## config.mk

```make
export PLATFORM = sky130hd
export DESIGN_NAME = cache_req_arbiter
export DESIGN_NICKNAME = d
export VERILOG_FILES = /design/src/rtl/cache_req_arbiter_pkg.sv /design/src/rtl/cache_req_arbiter_rr.sv /design/src/rtl/cache_req_arbiter.sv
export SDC_FILE = /design/constraint.sdc
export NUM_CORES = 1
export LEC_CHECK = 0
export CAP_MARGIN = 15
export CORE_AREA = 5 5 157 159
export CTS_CLUSTER_DIAMETER = 100
export DETAILED_ROUTE_END_ITERATION = 7
export DIE_AREA = 0 0 162 164
export PLACE_DENSITY = 0.62
export REMOVE_ABC_BUFFERS = 1
export SLEW_MARGIN = 10
export SYNTH_ARGS = -nofsm -noshare
export SYNTH_HDL_FRONTEND = slang
export SYNTH_HIERARCHICAL = 1
export SYNTH_SLANG_ARGS = --single-unit
```

## constraint.sdc

```tcl
create_clock -name clk -period 2.4 [get_ports clk]
set_input_delay 0.48 -clock clk [delete_from_list [all_inputs] [get_ports clk]]
set_output_delay 0.48 -clock clk [all_outputs]
set_load 0.03 [all_outputs]
```

## src/rtl/cache_req_arbiter_pkg.sv

```systemverilog
// Shared types and default widths for the cache request arbiter.
package cache_arb_pkg;

   localparam int unsigned DEF_NUM_REQ        = 4;
   localparam int unsigned DEF_ADDRESS_WIDTH  = 32;
   localparam int unsigned DEF_DATA_WIDTH     = 32;
   localparam int unsigned DEF_TIMEOUT_CYCLES = 64;

   typedef enum logic [1:0] {
      IDLE = 2'd0,
      WAIT = 2'd1,
      RESP = 2'd2
   } arb_state_e;

endpackage

```

## src/rtl/cache_req_arbiter_rr.sv

```systemverilog
// Combinational round-robin picker: lowest requester above last_grant, wrapping.
module rr_arbiter
   import cache_arb_pkg::*;
#(
   parameter int unsigned NUM_REQ  = DEF_NUM_REQ,
   parameter int unsigned ID_WIDTH = $clog2(NUM_REQ)
) (
   input  logic [NUM_REQ-1:0]  req,
   input  logic [ID_WIDTH-1:0] last_grant,
   output logic [NUM_REQ-1:0]  grant,
   output logic [ID_WIDTH-1:0] grant_idx
);

   logic [2*NUM_REQ-1:0] req_dbl;
   logic [2*NUM_REQ-1:0] mask;
   logic                 hit;

   // Upper copy of the request vector supplies the wrap-around candidates.
   always_comb begin
      req_dbl = {req, req};
      mask    = '0;
      for (int unsigned i = 0; i < 2*NUM_REQ; i++) begin
         mask[i] = (i > 32'(last_grant));
      end
   end

   always_comb begin
      grant     = '0;
      grant_idx = '0;
      hit       = 1'b0;
      for (int unsigned i = 0; i < 2*NUM_REQ; i++) begin
         if (!hit && req_dbl[i] && mask[i]) begin
            hit = 1'b1;
            if (i >= NUM_REQ) begin
               grant[i-NUM_REQ] = 1'b1;
               grant_idx        = ID_WIDTH'(i - NUM_REQ);
            end else begin
               grant[i]  = 1'b1;
               grant_idx = ID_WIDTH'(i);
            end
         end
      end
   end

endmodule

```

## src/rtl/cache_req_arbiter.sv

```systemverilog
// Round-robin arbiter sharing the cache request port; one transaction at a time.
// Optional watchdog enabled by defining CACHE_ARB_TIMEOUT_EN.
module cache_req_arbiter
   import cache_arb_pkg::*;
#(
   parameter int unsigned NUM_REQ        = DEF_NUM_REQ,
   parameter int unsigned ADDRESS_WIDTH  = DEF_ADDRESS_WIDTH,
   parameter int unsigned DATA_WIDTH     = DEF_DATA_WIDTH,
   parameter int unsigned TIMEOUT_CYCLES = DEF_TIMEOUT_CYCLES,
   parameter int unsigned ID_WIDTH       = $clog2(NUM_REQ)
) (
   input  logic                          clk,
   input  logic                          reset,
   input  logic [NUM_REQ-1:0]            req_valid,
   input  logic [NUM_REQ-1:0]            req_we,
   input  logic [NUM_REQ*ADDRESS_WIDTH-1:0] req_addr,
   input  logic [NUM_REQ*DATA_WIDTH-1:0] req_wdata,
   output logic [NUM_REQ-1:0]            req_ready,
   output logic [NUM_REQ-1:0]            resp_valid,
   output logic [DATA_WIDTH-1:0]         resp_rdata,
   output logic                          resp_err,
   output logic                          cache_req,
   output logic                          cache_we,
   output logic [ADDRESS_WIDTH-1:0]      cache_addr,
   output logic [DATA_WIDTH-1:0]         cache_wdata,
   input  logic                          cache_done,
   input  logic [DATA_WIDTH-1:0]         cache_rdata,
   output logic                          busy,
   output logic [ID_WIDTH-1:0]           grant_id
);

   arb_state_e                state_q, state_d;
   logic [ID_WIDTH-1:0]       last_grant_q, last_grant_d;
   logic [ID_WIDTH-1:0]       grant_id_q, grant_id_d;
   logic                      we_q, we_d;
   logic [ADDRESS_WIDTH-1:0]  addr_q, addr_d;
   logic [DATA_WIDTH-1:0]     wdata_q, wdata_d;
   logic [DATA_WIDTH-1:0]     rdata_q, rdata_d;
   logic [NUM_REQ-1:0]        arb_grant;
   logic [ID_WIDTH-1:0]       arb_idx;
   logic                      timeout_hit;

   rr_arbiter #(
      .NUM_REQ  (NUM_REQ),
      .ID_WIDTH (ID_WIDTH)
   ) u_rr (
      .req        (req_valid),
      .last_grant (last_grant_q),
      .grant      (arb_grant),
      .grant_idx  (arb_idx)
   );

`ifdef CACHE_ARB_TIMEOUT_EN
   localparam int unsigned CNT_W = (TIMEOUT_CYCLES > 1) ? $clog2(TIMEOUT_CYCLES) : 1;

   logic [CNT_W-1:0] cnt_q, cnt_d;
   logic             err_q, err_d;

   assign timeout_hit = (cnt_q == CNT_W'(TIMEOUT_CYCLES - 1));
   assign resp_err    = err_q;

   // cache_done takes priority over the limit when both land in one cycle.
   always_comb begin
      cnt_d = cnt_q;
      err_d = err_q;
      if (state_q == IDLE) begin
         cnt_d = '0;
      end else if (state_q == WAIT) begin
         if (cache_done) begin
            err_d = 1'b0;
         end else if (timeout_hit) begin
            err_d = 1'b1;
         end else begin
            cnt_d = cnt_q + CNT_W'(1);
         end
      end
   end

   always_ff @(posedge clk) begin
      if (reset) begin
         cnt_q <= '0;
         err_q <= 1'b0;
      end else begin
         cnt_q <= cnt_d;
         err_q <= err_d;
      end
   end
`else
   assign timeout_hit = 1'b0;
   assign resp_err    = 1'b0;
`endif

   always_ff @(posedge clk) begin
      if (reset) begin
         state_q <= IDLE;
      end else begin
         state_q <= state_d;
      end
   end

   always_comb begin
      state_d = state_q;
      unique case (state_q)
         IDLE:    if (|req_valid) state_d = WAIT;
         WAIT:    if (cache_done || timeout_hit) state_d = RESP;
         RESP:    state_d = IDLE;
         default: state_d = IDLE;
      endcase
   end

   always_comb begin
      last_grant_d = last_grant_q;
      grant_id_d   = grant_id_q;
      we_d         = we_q;
      addr_d       = addr_q;
      wdata_d      = wdata_q;
      rdata_d      = rdata_q;
      if (state_q == IDLE && |req_valid) begin
         last_grant_d = arb_idx;
         grant_id_d   = arb_idx;
         for (int unsigned i = 0; i < NUM_REQ; i++) begin
            if (arb_grant[i]) begin
               we_d    = req_we[i];
               addr_d  = req_addr[i*ADDRESS_WIDTH +: ADDRESS_WIDTH];
               wdata_d = req_wdata[i*DATA_WIDTH +: DATA_WIDTH];
            end
         end
      end
      if (state_q == WAIT) begin
         if (cache_done) begin
            rdata_d = we_q ? '0 : cache_rdata;
         end else if (timeout_hit) begin
            rdata_d = '0;
         end
      end
   end

   always_ff @(posedge clk) begin
      if (reset) begin
         last_grant_q <= ID_WIDTH'(NUM_REQ - 1);
         grant_id_q   <= '0;
         we_q         <= 1'b0;
         addr_q       <= '0;
         wdata_q      <= '0;
         rdata_q      <= '0;
      end else begin
         last_grant_q <= last_grant_d;
         grant_id_q   <= grant_id_d;
         we_q         <= we_d;
         addr_q       <= addr_d;
         wdata_q      <= wdata_d;
         rdata_q      <= rdata_d;
      end
   end

   always_comb begin
      req_ready  = '0;
      resp_valid = '0;
      if (state_q == IDLE && !reset) begin
         req_ready = arb_grant;
      end
      if (state_q == RESP) begin
         resp_valid[grant_id_q] = 1'b1;
      end
      cache_req = (state_q == WAIT);
      busy      = (state_q != IDLE);
   end

   assign cache_we    = we_q;
   assign cache_addr  = addr_q;
   assign cache_wdata = wdata_q;
   assign resp_rdata  = rdata_q;
   assign grant_id    = grant_id_q;

endmodule

```

After elaboration in Yosys (flattened, before gate mapping)
Cells that the tools add are included.
Widths: inputs -> output; s select.
Storage, ports and cells
  register bits after elaboration: 103
Cells by class
  mux-type cells: 39
  reductions and logical operators: 26
  equality and inequality tests: 4
  $lt $le $gt $ge: 5
Operators by type and width (count)
  $mux 32: 9
  $mux 1: 18
  $mux 2: 8
  $logic_and 1x1->1: 12
  $mux 4: 2
  $logic_not 1->1: 7
  $reduce_and 2->1: 3
  $gt 2x2->1 const A: 2
  $pmux 2 s2: 1
  $reduce_bool 4->1: 1
  $reduce_or 4->1: 1
  $lt 2x3->1 const B: 1
  $demux 1 s2: 1
  $eq 2x1->1 const B: 1
  $eq 2x2->1 const B: 1
  $ge 2x1->1 const B: 1
  $gt 1x2->1 const A: 1
  $logic_not 2->1: 1
  $ne 2x1->1 const B: 1
  $ne 2x2->1 const B: 1
  $reduce_bool 2->1: 1

Longest topological paths before layout
  depth in word-level cells: 25
  gate-level depth with buffers: 9

By module
Netlist, hierarchy kept.
By module, submodules not included
  cache_req_arbiter: cells each 570, instances 1, area an instance 5524.0 µm²
  rr_arbiter: cells each 33, instances 1, area an instance 214.0 µm²

Least setup slack after synthesis
Ideal clock, no wire load.
  path type: input port to output port
  start point: input req_valid[0]
  end point: output req_ready[3]
  required time: 1.920 ns
  buffers on the path: 2
  path slack: -0.182 ns
  cell stages on the path: 7
  arrival: 2.102 ns
  cell sequence: buf_6 > nor2_1 > o21bai_1 > a21boi_1 > clkbuf_1 > inv_1 > nor3_1
Between the ends
  cells in the longest elaborated chain, start to end: 12
Ends and longest elaborated chain
  start: declaration: RTL line cache_req_arbiter.sv:14  | input logic [NUM_REQ-1:0] req_valid,
  $logic_and 1x1->1 (*): RTL line cache_req_arbiter_rr.sv:32  | if (!hit && req_dbl[i] && mask[i]) begin
  $mux 1 (*): RTL line cache_req_arbiter_rr.sv:32
  $logic_not 1->1: RTL line cache_req_arbiter_rr.sv:32
  $logic_and 1x1->1: RTL line cache_req_arbiter_rr.sv:32
  $mux 1 (*): RTL line cache_req_arbiter_rr.sv:32
  $logic_not 1->1: RTL line cache_req_arbiter_rr.sv:32
  $logic_and 1x1->1: RTL line cache_req_arbiter_rr.sv:32
  $mux 1 (*): RTL line cache_req_arbiter_rr.sv:32
  $logic_not 1->1 (*): RTL line cache_req_arbiter_rr.sv:32
  $logic_and 1x1->1 (*): RTL line cache_req_arbiter_rr.sv:32
  $mux 1 (*): RTL line cache_req_arbiter_rr.sv:32
  via arb_grant[3]: RTL line cache_req_arbiter.sv:39  | logic [NUM_REQ-1:0] arb_grant;
  $mux 4 (*): RTL line cache_req_arbiter.sv:159  | if (state_q == IDLE && !reset) begin
  end: declaration: RTL line cache_req_arbiter.sv:18  | output logic [NUM_REQ-1:0] req_ready,
The timed path passes the listed nets; every way through them passes the cells marked *.

Worst setup path after layout
  start point: register last_grant_q[1]
  end point: output req_ready[3]
Between the ends
  cells in the longest elaborated chain, start to end: 24
Ends and longest elaborated chain
  start: declaration: RTL line cache_req_arbiter.sv:33  | logic [ID_WIDTH-1:0] last_grant_q, last_grant_d;
  start signal: assignment: RTL line cache_req_arbiter.sv:140  | last_grant_q <= ID_WIDTH'(NUM_REQ - 1);
  start signal: assignment: RTL line cache_req_arbiter.sv:147  | last_grant_q <= last_grant_d;
  $gt 1x2->1: RTL line cache_req_arbiter_rr.sv:23  | mask[i] = (i > 32'(last_grant));
  $logic_and 1x1->1: RTL line cache_req_arbiter_rr.sv:32
  $mux 1: RTL line cache_req_arbiter_rr.sv:32
  $logic_not 1->1: RTL line cache_req_arbiter_rr.sv:32
  $logic_and 1x1->1 (2 in series): RTL line cache_req_arbiter_rr.sv:32
  $mux 1: RTL line cache_req_arbiter_rr.sv:32
  $logic_not 1->1: RTL line cache_req_arbiter_rr.sv:32
  $logic_and 1x1->1 (2 in series): RTL line cache_req_arbiter_rr.sv:32
  [... 7 more ...]
  $logic_not 1->1: RTL line cache_req_arbiter_rr.sv:32
  $logic_and 1x1->1: RTL line cache_req_arbiter_rr.sv:32
  $mux 1: RTL line cache_req_arbiter_rr.sv:32
  $logic_not 1->1: RTL line cache_req_arbiter_rr.sv:32
  $logic_and 1x1->1: RTL line cache_req_arbiter_rr.sv:32
  $mux 1 (*): RTL line cache_req_arbiter_rr.sv:32
  via arb_grant[3]: RTL line cache_req_arbiter.sv:39
  $mux 4 (*): RTL line cache_req_arbiter.sv:159
Marked as above.

==> results.ini <==
[place]
port_buffers = 407
place.gp.congestion = 0.785
place_ws_ns = -0.205
dp_hpwl_um = 20300
post_dp_cell_area_um2 = 10300
dp.cells = 1261

[finish]
final_cell_mix = clkdlybuf4s50_1 (394), dfxtp_1 (103), o221ai_1 (66)
final_cell_area_um2 = 10600
area_growth_pct = 84.6
drive_gt1_share_pct = 14.7
stdcell_count = 1279
antennaDiodeCount = 0
final_common_cell = clkdlybuf4s50_1
final_core_util_pct = 45.8
fillerInstances = 2258
fin_nets = 1283

[critical_path]
setup.worst_path.start = last_grant_q[1]
path_cells = o21bai_1 -> a21boi_4 -> buf_4 -> inv_1 -> nor3_2 -> buf_4
crit_type = reg -> out
endpoint_kind = output pin
critPathMaxFanout = 8
cp-start-kind = flop
r2r_setup_slack_ns = 0.20
crit_top_cell = buf_4
r2r_cells = 8
r2r_start = last_grant_q[1]
rr_endpoint = cache_addr[20]
critPathSlowestCell = dfxtp_1
critPathMaxStageDelay_ns = 0.48
worstPathRequired_ns = 1.92
cp_data_arrival_time_ns = 1.83

[detailed_routing]
routed_wl_um = 26300
detail-route-antenna-nets = 0
viasPerCell = 5.10
dr.first_iter.drc_count = 329
wl_per_cell_um = 20.5
firstDrtPassIters = 4
route.vias.total = 6526
drcViolationCount = 0

[timing]
min_period_ns = 2.31
hold_viol = 0
fmax_mhz = 433
skew_ns = 0.00819
rsz0062_at_grt = no
setup_tns_ns = 0
finalMaxSlewViolations = 0
finalWorstSetupSlack_ns = 0.0893
finalSetupViolCount = 0
post-route-period-util_pct = 96.3

[logic_synthesis]
synth_edf_count = 0
yosys-top-cells-area = dfxtp_1 (36%), mux2_2 (13%), o221ai_1 (10%)
synth_cell_types = 45
synthFlopType = dfxtp_1
yosys.area.top_type_share_pct = 35.9
ys_ff_latch = 103
syn_avg_cell_area_um2 = 9.52
ys_seq_area_share_pct = 35.9
yosysTopAreaCell = dfxtp_1
async_reset_ff_share_pct = 0
synthesis.area_um2 = 5740
netlist_instances = 603
synth_warnings = 6

[die]
core_area_um2 = 23100
die_h_um = 164
num_rows = 56
die_width_um = 162
die_area_um2 = 26600
initial_core_util_pct = 24.8
ios = 409

[pwr]
cellInternalPower_mw = 4.10
irDropWorstVdd_mv = 0.412
seq_power_share_pct = 32.7
powerDensity_nw_per_um2 = 597
p_comb_share_pct = 42.3
switching_power_mw = 2.23
clockPowerShare_pct = 25.0
p_sw_share_pct = 35.3
p_leak_nw = 3.76

[clock_network]
cts_root_buffer = clkbuf_16
cts_tree = built
cts_hold_buf = 0
clock_sinks = 103
clk_path_buf_depth = 2
path_clk_slew_ns = 0.08
cts_max_level = 3
clk_latency_ns = 0.35
cts_made_buffers = 9

[hold_path]
whs_endpoint = cache_wdata[18]
hp-start = cache_wdata[18]
holdPathStages = 2
hp-class = reg -> reg

[global_routing]
antenna_found_initial = 0
grtUsageTotal_pct = 18.7
grt_pass1_vias = 6744
overflow = 0
grt_pass1_wl_um = 39500
grt_max_degree = 39

[run_status]
status = complete, no violations

[flow_run]
drv_cap = 0

## per-stage QoR
step | hold WS, ns | power, mW
floorplan | 0.549 | 3.34
global placement | 0.460 | 4.79
detailed placement | 0.463 | 4.80
CTS | 0.484 | 6.42
global route | 0.494 | 6.64
finish | 0.483 | 6.33
## repair_timing
item	in CTS	in global routing
endpoints found under the setup margin	5	69
pin swaps	2	1
gates resized for setup	5	4
buffers inserted	2	0
## sequential cells by signal, summed over array words and instances, names as in the netlist
signal	count
cache_wdata	32
resp_rdata	32
grant_id	2
cache_we	1
last_grant_q	2
state_q	2
cache_addr	32
## power by group through the flow
| stage | Combinational [mW] | Clock [mW] | Sequential (mW) |
|---|---|---|---|
| after global placement | 2.69 | 0 | 2.11 |
| after CTS | 2.70 | 1.65 | 2.08 |
| final | 2.68 | 1.58 | 2.07 |
| after floorplan | 0.806 | 0 | 2.53 |
| after global routing | 2.85 | 1.69 | 2.10 |
| after detailed placement | 2.69 | 0 | 2.11 |
## cells in the mapped netlist (5+ instances only)
master and n:
o21ai_0 20, buf_6 8, buf_2 11, a21oi_1 6
buf_1 6, a22o_1 32, clkbuf_1 48, nor2_1 7
o21ai_1 47, nand2b_1 65, dfxtp_1 103, inv_1 5
o21ai_2 5, o221ai_1 66, o311ai_0 65, mux2_2 65
## logic make-up after synthesis
family | count (synthesis) | synth area share, %
flops | 103 | 35.9
mux | 65 | 12.8
compound gates | 252 | 33.6
other cells | 1 | 0.0654
simple gates | 101 | 11.0
buf+inv | 81 | 6.72
## worst max-delay path by stage
stage / to / slack [ns] / cells past startpoint
after floorplan: cache_addr[0] / -4.06 / 6
after global placement: cache_wdata[25] / -0.20 / 8
after detailed placement: cache_addr[20] / -0.20 / 8
after CTS: req_ready[3] / -0.05 / 7
after global routing: req_ready[3] / 0.005 / 6
final: req_ready[3] / 0.09 / 6
## worst max-delay path: cells and delay by family, from the launching register on
family / cells / cell delay, ns
AO/OA/AOI/OAI: 2 / 0.38
buffers and inverters: 3 / 0.42
flip-flops: 1 / 0.48
AND/OR/NAND/NOR: 1 / 0.20
## routing by layer
layer	track usage, %	routed length [um]	vias to the layer above
met4	3.69	293	0
met5	0	0	-
met1	21.1	10300	3075
met2	34.6	13400	277
met3	6.07	2280	17
li1	-	-	3157
## final cells by class
type	instances	area, um^2	area share, %
flip-flops and latches	103	2060	19.5
clock inverters	7	87.6	0.827
inverters	6	22.5	0.213
repair buffers	445	4500	42.5
clock buffers	9	225	2.13
well taps	290	363	3.42
multi-input cells	419	3330	31.5
(Power assumes the default switching activity.)
